<file path="src/rtl/ctrl_decode_pipe.sv">
// RV64I+Zba+M control decoder: registers the decoded control word into ID/EX and
// sequences multi-cycle MUL/DIV ops, stalling the front end until the result is ready.
module ctrl_decode_pipe #(
    parameter int XLEN    = 64,
    parameter bit EN_ZBA  = 1'b1,
    parameter bit EN_M    = 1'b1,
    parameter int MUL_LAT = 3,
    parameter int DIV_LAT = 34
) (
    input  logic        clk,
    input  logic        rst_n,
    input  logic [31:0] instr_d,
    input  logic        valid_d,
    input  logic        stall_e,
    input  logic        flush_e,
    output logic        regwrite_e,
    output logic        memwrite_e,
    output logic [1:0]  resultsrc_e,
    output logic        alusrc_e,
    output logic        alu_a_pc_e,
    output logic [2:0]  immsrc_e,
    output logic [4:0]  aluctrl_e,
    output logic        branch_e,
    output logic        jump_e,
    output logic        is_jalr_e,
    output logic [3:0]  md_op_e,
    output logic        md_en_e,
    output logic        illegal_e,
    output logic        stall_o,
    output logic        md_done
);
    localparam bit RV64    = (XLEN == 64);
    localparam int MAX_LAT = (MUL_LAT > DIV_LAT) ? MUL_LAT : DIV_LAT;
    localparam int CNT_W   = (MAX_LAT > 1) ? $clog2(MAX_LAT) : 1;
    localparam logic [CNT_W-1:0] MUL_CNT = CNT_W'(MUL_LAT - 1);
    localparam logic [CNT_W-1:0] DIV_CNT = CNT_W'(DIV_LAT - 1);

    localparam logic [4:0] A_ADD = 5'b00000, A_SUB = 5'b00001, A_AND = 5'b00010, A_OR = 5'b00011;
    localparam logic [4:0] A_XOR = 5'b00100, A_SLL = 5'b00101, A_SRL = 5'b00110, A_SRA = 5'b00111;
    localparam logic [4:0] A_ADDW = 5'b01000, A_SUBW = 5'b01001, A_SLT = 5'b01010, A_SLTU = 5'b01011;
    localparam logic [4:0] A_SLLW = 5'b01100, A_SRLW = 5'b01101, A_SRAW = 5'b01110;
    localparam logic [4:0] A_SH1 = 5'b10000, A_SH2 = 5'b10001, A_SH3 = 5'b10010;
    localparam logic [4:0] A_ADDUW = 5'b10011, A_SH1UW = 5'b10100, A_SH2UW = 5'b10101, A_SH3UW = 5'b10110;

    localparam logic [2:0] IMM_I = 3'b000, IMM_S = 3'b001, IMM_B = 3'b010, IMM_J = 3'b011, IMM_U = 3'b100;

    typedef struct packed {
        logic       regwrite;
        logic       memwrite;
        logic [1:0] resultsrc;
        logic       alusrc;
        logic       alu_a_pc;
        logic [2:0] immsrc;
        logic [4:0] aluctrl;
        logic       branch;
        logic       jump;
        logic       is_jalr;
        logic [3:0] md_op;
        logic       md_en;
        logic       illegal;
    } ctrl_t;

    typedef enum logic {S_IDLE = 1'b0, S_BUSY = 1'b1} state_t;

    ctrl_t            dec;
    ctrl_t            ctrl_q, ctrl_d;
    state_t           state_q, state_d;
    logic [CNT_W-1:0] cnt_q, cnt_d;
    logic             legal;
    logic [2:0]       f3;
    logic [6:0]       f7;
    logic             unused_fields;

    assign f3 = instr_d[14:12];
    assign f7 = instr_d[31:25];
    assign unused_fields = ^{instr_d[24:15], instr_d[11:7]};

    always_comb begin
        dec   = '0;
        legal = 1'b0;
        if (instr_d[1:0] == 2'b11) begin
            case (instr_d[6:0])
                7'b0110111: begin legal = 1'b1; dec.regwrite = 1'b1; dec.resultsrc = 2'b11;
                                  dec.alusrc = 1'b1; dec.immsrc = IMM_U; end
                7'b0010111: begin legal = 1'b1; dec.regwrite = 1'b1; dec.alusrc = 1'b1;
                                  dec.alu_a_pc = 1'b1; dec.immsrc = IMM_U; end
                7'b1101111: begin legal = 1'b1; dec.regwrite = 1'b1; dec.resultsrc = 2'b10;
                                  dec.immsrc = IMM_J; dec.jump = 1'b1; end
                7'b1100111: begin legal = (f3 == 3'b000); dec.regwrite = 1'b1; dec.resultsrc = 2'b10;
                                  dec.alusrc = 1'b1; dec.jump = 1'b1; dec.is_jalr = 1'b1; end
                7'b1100011: begin
                    legal = (f3[2:1] != 2'b01);
                    dec.branch = 1'b1;
                    dec.immsrc = IMM_B;
                    dec.aluctrl = !f3[2] ? A_SUB : (f3[1] ? A_SLTU : A_SLT);
                end
                7'b0000011: begin legal = (f3 != 3'b111); dec.regwrite = 1'b1;
                                  dec.resultsrc = 2'b01; dec.alusrc = 1'b1; end
                7'b0100011: begin legal = !f3[2]; dec.memwrite = 1'b1; dec.alusrc = 1'b1;
                                  dec.immsrc = IMM_S; end
                7'b0010011: begin
                    dec.regwrite = 1'b1;
                    dec.alusrc   = 1'b1;
                    legal        = 1'b1;
                    case (f3)
                        3'b000: dec.aluctrl = A_ADD;
                        3'b010: dec.aluctrl = A_SLT;
                        3'b011: dec.aluctrl = A_SLTU;
                        3'b100: dec.aluctrl = A_XOR;
                        3'b110: dec.aluctrl = A_OR;
                        3'b111: dec.aluctrl = A_AND;
                        3'b001: begin legal = (instr_d[31:26] == 6'b000000); dec.aluctrl = A_SLL; end
                        default: begin
                            legal = (instr_d[31:26] == 6'b000000) || (instr_d[31:26] == 6'b010000);
                            dec.aluctrl = instr_d[30] ? A_SRA : A_SRL;
                        end
                    endcase
                end
                7'b0011011: if (RV64) begin
                    dec.regwrite = 1'b1;
                    dec.alusrc   = 1'b1;
                    case (f3)
                        3'b000: begin legal = 1'b1; dec.aluctrl = A_ADDW; end
                        3'b001: begin legal = (f7 == 7'b0000000); dec.aluctrl = A_SLLW; end
                        3'b101: begin legal = (f7 == 7'b0000000) || (f7 == 7'b0100000);
                                      dec.aluctrl = f7[5] ? A_SRAW : A_SRLW; end
                        default: ;
                    endcase
                end
                7'b0110011: begin
                    dec.regwrite = 1'b1;
                    case (f7)
                        7'b0000000: begin
                            legal = 1'b1;
                            case (f3)
                                3'b000: dec.aluctrl = A_ADD;
                                3'b001: dec.aluctrl = A_SLL;
                                3'b010: dec.aluctrl = A_SLT;
                                3'b011: dec.aluctrl = A_SLTU;
                                3'b100: dec.aluctrl = A_XOR;
                                3'b101: dec.aluctrl = A_SRL;
                                3'b110: dec.aluctrl = A_OR;
                                default: dec.aluctrl = A_AND;
                            endcase
                        end
                        7'b0100000: case (f3)
                            3'b000: begin legal = 1'b1; dec.aluctrl = A_SUB; end
                            3'b101: begin legal = 1'b1; dec.aluctrl = A_SRA; end
                            default: ;
                        endcase
                        7'b0010000: if (EN_ZBA) case (f3)
                            3'b010: begin legal = 1'b1; dec.aluctrl = A_SH1; end
                            3'b100: begin legal = 1'b1; dec.aluctrl = A_SH2; end
                            3'b110: begin legal = 1'b1; dec.aluctrl = A_SH3; end
                            default: ;
                        endcase
                        7'b0000001: if (EN_M) begin
                            legal = 1'b1; dec.md_en = 1'b1; dec.md_op = {1'b0, f3};
                        end
                        default: ;
                    endcase
                end
                7'b0111011: if (RV64) begin
                    dec.regwrite = 1'b1;
                    case (f7)
                        7'b0000000: case (f3)
                            3'b000: begin legal = 1'b1; dec.aluctrl = A_ADDW; end
                            3'b001: begin legal = 1'b1; dec.aluctrl = A_SLLW; end
                            3'b101: begin legal = 1'b1; dec.aluctrl = A_SRLW; end
                            default: ;
                        endcase
                        7'b0100000: case (f3)
                            3'b000: begin legal = 1'b1; dec.aluctrl = A_SUBW; end
                            3'b101: begin legal = 1'b1; dec.aluctrl = A_SRAW; end
                            default: ;
                        endcase
                        7'b0000100: if (EN_ZBA && f3 == 3'b000) begin legal = 1'b1; dec.aluctrl = A_ADDUW; end
                        7'b0010000: if (EN_ZBA) case (f3)
                            3'b010: begin legal = 1'b1; dec.aluctrl = A_SH1UW; end
                            3'b100: begin legal = 1'b1; dec.aluctrl = A_SH2UW; end
                            3'b110: begin legal = 1'b1; dec.aluctrl = A_SH3UW; end
                            default: ;
                        endcase
                        // Only MULW and the word divide/remainder forms exist in OP-32.
                        7'b0000001: if (EN_M && (f3 == 3'b000 || f3[2])) begin
                            legal = 1'b1; dec.md_en = 1'b1; dec.md_op = {1'b1, f3};
                        end
                        default: ;
                    endcase
                end
                default: ;
            endcase
        end
        if (!legal) begin
            dec         = '0;
            dec.illegal = 1'b1;
        end
    end

    assign stall_o = (state_q == S_BUSY);
    assign md_done = stall_o && (cnt_q == '0) && !flush_e;

    always_comb begin
        ctrl_d  = ctrl_q;
        state_d = state_q;
        cnt_d   = cnt_q;
        if (flush_e) begin
            ctrl_d  = '0;
            state_d = S_IDLE;
            cnt_d   = '0;
        end else if (state_q == S_BUSY) begin
            // The front end is held during the last busy cycle, so E drains to a bubble.
            if (cnt_q == '0) begin
                ctrl_d  = '0;
                state_d = S_IDLE;
            end else begin
                cnt_d = cnt_q - CNT_W'(1);
            end
        end else if (!stall_e) begin
            ctrl_d = valid_d ? dec : '0;
            if (valid_d && dec.md_en) begin
                state_d = S_BUSY;
                cnt_d   = dec.md_op[2] ? DIV_CNT : MUL_CNT;
            end
        end
    end

    // ID/EX boundary
    always_ff @(posedge clk or negedge rst_n) begin
        if (!rst_n) begin
            ctrl_q  <= '0;
            state_q <= S_IDLE;
            cnt_q   <= '0;
        end else begin
            ctrl_q  <= ctrl_d;
            state_q <= state_d;
            cnt_q   <= cnt_d;
        end
    end

    assign regwrite_e  = ctrl_q.regwrite;
    assign memwrite_e  = ctrl_q.memwrite;
    assign resultsrc_e = ctrl_q.resultsrc;
    assign alusrc_e    = ctrl_q.alusrc;
    assign alu_a_pc_e  = ctrl_q.alu_a_pc;
    assign immsrc_e    = ctrl_q.immsrc;
    assign aluctrl_e   = ctrl_q.aluctrl;
    assign branch_e    = ctrl_q.branch;
    assign jump_e      = ctrl_q.jump;
    assign is_jalr_e   = ctrl_q.is_jalr;
    assign md_op_e     = ctrl_q.md_op;
    assign md_en_e     = ctrl_q.md_en;
    assign illegal_e   = ctrl_q.illegal;
endmodule

</file>
<file path="config.mk">
export PLATFORM = sky130hd
export DESIGN_NAME = ctrl_decode_pipe
export DESIGN_NICKNAME = d
export VERILOG_FILES = /design/src/rtl/ctrl_decode_pipe.sv
export SDC_FILE = /design/constraint.sdc
export NUM_CORES = 1
export LEC_CHECK = 0
export ABC_CLOCK_PERIOD_IN_PS = 2510
export CAP_MARGIN = 10
export CORE_MARGIN = 1
export CORE_UTILIZATION = 30
export DETAILED_ROUTE_END_ITERATION = 10
export PLACE_DENSITY_LB_ADDON = 0.1
export SYNTH_ARGS = -nofsm -noshare
export SYNTH_HDL_FRONTEND = slang
export SYNTH_SLANG_ARGS = --single-unit
</file>
<file path="constraint.sdc">
create_clock -name clk -period 2.51 [get_ports clk]
set_clock_uncertainty 0.15 [all_clocks]
set_input_delay 0.251 -clock clk [delete_from_list [all_inputs] [get_ports clk]]
set_output_delay 0.251 -clock clk [all_outputs]
set_load 0.005 [all_outputs]
</file>
==> flow_summary.toml, run 1 <==
[placement]
dp_cells = 454
dpl.hpwl_mm = 5.48
portBuffers = 46
place.gp.congestion = 0.824

[final_layout]
fill_cells = 750
final_nets = 401
final_cells = 461
drive_above_1_share = 0.240
area_growth_syn_to_layout_pct = 45.0
post-route-util = 0.456
diodes = 0

[critical_path]
path_cells = "clkdlybuf4s50_1 > nor2_1 > a21oi_1 > o32ai_1 > buf_4 > nor4_4 > a21oi_4 > a32o_1"
cp.depth = 8
crit_path_end_kind = "flip-flop"
crit_type = "in2reg"
path_max_fanout = 10
slowest_stage = "clkdlybuf4s50_1"
cp.required_ps = 2570
crit_path_start_kind = "input port"
cp_top_family = "compound AO/OA/AOI/OAI gates"
r2r_cells = 5
critical_path_buf_inv_count = 2
max_stage_delay_ps = 510
critPathArrivalTime_ps = 2350

[timing]
fmax_mhz = 436
report.final.slew_viol_count = 0
tightest_slew_ps = 545
setup_tns_ps = 0
fin_worst_hold_slack_ps = 212
setup_violations = 0
slew_headroom = 0.627
min_period_ps = 2290
rsz0062_at_grt = "no"
period_share = 0.913
finalHoldViolations = 0

[detailed_routing]
ant_nets = 0
drtIter0Drc = 107
viasPerCell = 5.31
firstDrtPassIters = 4
wire_per_inst_um = 15.0
vias = 2450
drt-total-wl_mm = 6.91
drcViolationCount = 0

[die]
core_sq_mm = 0.00737
die_w_um = 89.9
io_pins = 62
fp.dieArea_sq_mm = 0.00809
die_h_um = 89.9
start_util = 0.315
num_rows = 31

[pwr]
combPwrFrac = 0.311
max-vdd-ir-drop_v = 0.000183
intPower_w = 0.000881
switching_power_w = 0.000409
power_density_mw_per_mm2 = 383
clock_power_share = 0.280
leakage_nw = 1.41
switching_share = 0.317
pwr-share-seq = 0.409

[global_routing]
grt_overflow = 0
grt_pass1_wl_mm = 11.5
grt_pass1_vias = 2312
grt_start_max_net_pins = 31
grtUsageTotal = 0.176
antenna_found_initial = 0

[cts]
path_clk_slew_ps = 60
cts_setup_buffers = 0
cts.htree.levels = 2
cts_root_buffer = "clkbuf_8"
cts_buffers = 5
clockBufferDepth = 2
clk_latency_ps = 280
tritoncts = "built"
hold_buffers = 0
cts.sinks = 30
post_cts_resized = 0

[synth]
synth.avg_cell_area_sq_um = 8.72
synth_edf_count = 0
synth_fa_ha_area_frac = 0.0108
synth_mux_area_frac = 0.00485
synth_top_cell_by_area = "dfrtp_1"
async_reset_ff_frac = 1.00
synth_cells = 266
synth_top_family_by_area = "compound AO/OA/AOI/OAI gates"
ys_types = 71
synthSimpleGateAreaFrac = 0.303
dominantRegCellSynth = "dfrtp_1"
synth_area_sq_mm = 0.00232
synth_compound_area_frac = 0.303
synth-xor-area-share = 0.00755
yosysWarningCount = 0
ys_ff_latch = 30
synth_nets = 305
synth_top_area_share = 0.324
ys_seq_area_frac = 0.324
ys_top_cells_by_area = "dfrtp_1, a22o_1, nor2_1"

[flow_run]
cap_violations = 0

[min_path]
hold_path_class = "in2async"

[outcome]
status = "complete, no violations"
stage by stage:
step,setup slack [ps],cell area (sq um),total power (W)
detailed placement,-77.1,3280,0.000938
finish,218,3360,0.00129
global route,62.7,3360,0.00137
global placement,-102,3280,0.000938
CTS,203,3360,0.00131
floorplan,595,2320,0.000744
logic make-up (layout without fill, tap and decap cells):
| logic type | after synthesis | in the layout |
|---|---|---|
| and+or+nand+nor | 117 | 117 |
| AOI/OAI and AO/OA | 90 | 90 |
| DFF | 30 | 30 |
| buffers and inverters | 24 | 120 |
| adders and majority gates | 2 | 2 |
| xor gates and xnor gates | 2 | 2 |
| muxes | 1 | 1 |
sequential cells by signal (all words and copies together) (netlist names):
| signal | count |
|---|---|
| cnt_q | 6 |
| aluctrl_e | 5 |
| md_op_e | 4 |
| immsrc_e | 3 |
| resultsrc_e | 2 |
| alu_a_pc_e | 1 |
| alusrc_e | 1 |
| branch_e | 1 |
| illegal_e | 1 |
| is_jalr_e | 1 |
| jump_e | 1 |
| md_en_e | 1 |
| memwrite_e | 1 |
| regwrite_e | 1 |
| stall_o | 1 |
Yosys cell counts, types with 2 or more instances:
| master | count |
|---|---|
| a31oi_1 | 3 |
| nor4_2 | 2 |
| a211oi_1 | 3 |
| o32ai_1 | 2 |
| o21ai_1 | 5 |
| nor3_2 | 2 |
| nand2_1 | 22 |
| o211ai_1 | 3 |
| a21oi_1 | 11 |
| dfrtp_1 | 30 |
| a22o_1 | 15 |
| nand3_1 | 7 |
| a32oi_1 | 3 |
| o22ai_1 | 3 |
| nor2b_1 | 7 |
| buf_2 | 11 |
| a22oi_1 | 4 |
| clkbuf_1 | 3 |
| ha_1 | 2 |
| a21o_1 | 3 |
| a32o_1 | 9 |
| a41oi_1 | 2 |
| nand4_1 | 2 |
| or2_2 | 2 |
| o21ai_0 | 7 |
| nand2b_1 | 8 |
| or2_1 | 2 |
| nor4_4 | 2 |
| a311oi_1 | 2 |
| nor3b_1 | 2 |
| nor3_1 | 7 |
| and3_1 | 5 |
| inv_1 | 8 |
| nor2_1 | 25 |
| or3_1 | 3 |
| nand3b_1 | 4 |
final cells by class:
class | instances | area (sq um) | area share
Multi-Input combinational cell | 212 | 1460 | 0.435
Clock buffer | 5 | 68.8 | 0.0205
Timing Repair Buffer | 105 | 916 | 0.272
Tap cell | 99 | 124 | 0.0368
Sequential cell | 30 | 751 | 0.223
Clock inverter | 2 | 10.0 | 0.00298
Inverter | 8 | 30.0 | 0.00893
placed cells by master, fill, tap and decap left out, drive strengths merged, types with 3 or more instances in the layout:
cell	instances
buf	59
clkdlybuf4s50	46
dfrtp	30
nor2	26
nand2	23
a22o	15
o21ai	13
a21oi	12
a32o	9
nor3	9
inv	8
nand2b	8
nor2b	7
nand3	7
and3	6
clkbuf	5
a22oi	5
or2	5
nor4	5
nand3b	4
or3	4
o22ai	4
a31oi	3
a21o	3
a32oi	3
a211oi	3
o211ai	3
nor3b	3
final timing paths:
check | startpoint | to | slack [ps]
min | rst_n | immsrc_e[0] | 210
min in group clk | md_op_e[2] | md_op_e[2] | 330
min reg2reg | md_op_e[2] | md_op_e[2] | 330
max | instr_d[13] | resultsrc_e[0] | 220
max in group asynchronous | rst_n | aluctrl_e[4] | 1720
max reg2reg | stall_o | md_en_e | 370
metal layers:
metal  vias to the layer above  GRT usage  part of all wire
li1                       1216          -                 -
met1                      1172      0.257              0.49
met2                        58      0.270              0.46
met3                         4     0.0228             0.041
met4                         0     0.0551             0.010
met5                         -          0                 0
power by group through the flow:
stage          combinational, W  sequential [W]  clock [W]
5_1_grt                0.000446        0.000531   0.000392
3_3_place_gp           0.000402        0.000536          0
2_1_floorplan          0.000213        0.000530          0
3_5_place_dp           0.000401        0.000537          0
4_1_cts                0.000403        0.000527   0.000376
6_report               0.000401        0.000528   0.000361
worst reg2reg max path, cell delays in order (launching register included):
cell     delay, ps
dfrtp_1        450
or3b_1         430
or2_0          410
nor2_1         370
o21ai_0        180
nand2_1         90
No activity file was read; power rests on OpenSTA's default activity.
==> run 2, diff against run 1 <==
--- a/config.mk
+++ b/config.mk
@@ -11,6 +11,8 @@
 export CORE_UTILIZATION = 30
 export DETAILED_ROUTE_END_ITERATION = 10
 export PLACE_DENSITY_LB_ADDON = 0.1
+export SKIP_LAST_GASP = 1
 export SYNTH_ARGS = -nofsm -noshare
 export SYNTH_HDL_FRONTEND = slang
 export SYNTH_SLANG_ARGS = --single-unit
+export TNS_END_PERCENT = 50
==> results of run 2 <==
Final layout, timing and power as in run 1 (identical DEF).
==> RTL edit: new RTL, flow settings as in run 2 <==
Set the parameter `DIV_LAT` to 17 (it was 34).
--- a/src/rtl/ctrl_decode_pipe.sv
+++ b/src/rtl/ctrl_decode_pipe.sv
@@ -7,3 +7,3 @@
     parameter int MUL_LAT = 3,
-    parameter int DIV_LAT = 34
+    parameter int DIV_LAT = 17
 ) (
Check against the original RTL: same outputs for any inputs over 10 cycles, from zero or initial values and one cycle with rst_n low; that may be too few to reach the edited logic, so the function may still have changed.
==> RTL edit against run 2 <==
Clock power is 5.5% higher. Non-clock buffer count is 15 higher. Combinational power is 33% lower. Sequential cell count is 1 lower. Total power is 13% lower. Via count is 2.4% higher. Wire length is 5.5% higher. Sequential power is 11% lower. First-iteration DRC count is 2.8% higher. Area after synthesis is 2.8% lower. Worst setup slack worse by 110 ps. Design area is 1.5% higher.
==> RTL edit: results (changes against run 2) <==
[global_route]
grt.total_usage=0.199  ; +0.0222
grt_pass1_vias=2373  ; +2.6%
grt_pass1_wl_um=11800  ; +2.4%
grt_max_degree=30  ; -3.2%

[clocking]
htreeDepth=2  ; unchanged
clock_latency_ps=280  ; about the same

[cells_and_area]
nets=426  ; +6.2%
fillers=747  ; -0.40%
area_delta_synth_final_pct=51.2
drive_above_1_share=0.253  ; +0.0129

[placed_design]
port_buffers=46  ; unchanged
place_inst=479  ; +5.5%
hpwlAfterDp_um=5930  ; +8.2%
post_dp_cell_area_um2=3310  ; +0.80%
place_congestion=0.877  ; +6.4%

[yosys]
yosysUniqueCellTypes=68  ; -4.2%
ys_top_cells_by_area=dfrtp_1 32%, nand2_1 6.2%, nor2_1 4.3%
yosysSeqAreaShare=0.322  ; -0.00194
synth_common_cells=37 x nand2_1, 29 x dfrtp_1, 26 x nor2_1
syn_area_per_cell_um2=8.00  ; -8.3%
ys_dominant_reg_cell=dfrtp_1

[hold_path]
hold_path_class=input pin to async pin

[pwr]
swShare=0.271  ; -0.0465
max-vdd-ir-drop_mv=0.161  ; -12%
p_leak_nw=1.47  ; +4.2%

[critical_path]
cpLargestDelayFamily=simple AND/OR/NAND/NOR gates
crit_arrival_ps=2420  ; +70 ps
crit_fanout=12  ; +2
cp_slowest_cell=or4_4
slowest_delay_ps=560  ; +50 ps

[sta]
relSlewSlack=0.639  ; +0.0120

[detailed_routing]
drt-total-wl_um=7290  ; +5.5%
drtIter0Drc=110  ; +2.8%
drt-wirelength-per-cell_um=15.0  ; about the same
vias_per_cell=5.16  ; -2.9%

[outcome]
outcome=finished, final reports clean

-- RTL edit: cell type report --
type	count	area, um2	area share
clock buffers	7	86.3	0.0253
well taps	99	124	0.0363
multi-input cells	223	1420	0.415
flip-flops and latches	29	726	0.213
inverters	8	30.0	0.00880
repair buffers	120	1030	0.302
-- RTL edit: cells by family after synthesis --
family | count (synthesis) | synth area share
compound gates | 88 | 0.283
xor+xnor | 3 | 0.0116
fa+ha+maj | 2 | 0.0111
buf+inv | 30 | 0.0588
flops | 29 | 0.322
simple gates | 130 | 0.313
-- RTL edit: layer usage --
layer | GRT usage | part of all wire | vias to the layer above
met5 | 0 | 0 | -
met4 | 0.0587 | 0.017 | 0
met3 | 0.0289 | 0.046 | 10
met2 | 0.330 | 0.46 | 77
met1 | 0.266 | 0.48 | 1156
li1 | - | - | 1265
-- RTL edit: final timing paths --
| check | startpoint | to | slack, ps |
|---|---|---|---|
| worst min-delay path | rst_n | cnt_q[3]$_DFFE_PN0P_ | 200 |
| worst max register to register | cnt_q[0]$_DFFE_PN0P_ | alu_a_pc_e$_DFFE_PN0P_ | 510 |
| min in group clk | md_op_e[0]$_DFFE_PN0P_ | md_op_e[0]$_DFFE_PN0P_ | 330 |
| worst max-delay path | instr_d[27] | resultsrc_e[0]$_DFFE_PN0P_ | 110 |
| worst min register to register | md_op_e[0]$_DFFE_PN0P_ | md_op_e[0]$_DFFE_PN0P_ | 330 |
| max in group asynchronous | rst_n | immsrc_e[0]$_DFFE_PN0P_ | 1720 |
-- RTL edit: through the flow --
stage,TNS [ps],hold WS [ps],total power [mW],worst slack (ps),util
after floorplan,0,-195,0.594,422,-
after global placement,-1990,307,0.747,-222,0.456
after detailed placement,-2010,319,0.746,-224,0.456
after CTS,0,219,1.13,77.9,0.468
after global routing,0,256,1.18,21.5,0.470
final,0,203,1.12,112,0.470
-- RTL edit: power by group through the flow --
stage	Clock (mW)	Combinational [mW]	Sequential [mW]
after global placement	0	0.267	0.480
after CTS	0.395	0.267	0.472
after floorplan	0	0.114	0.480
final	0.381	0.268	0.472
after detailed placement	0	0.266	0.480
after global routing	0.417	0.293	0.472
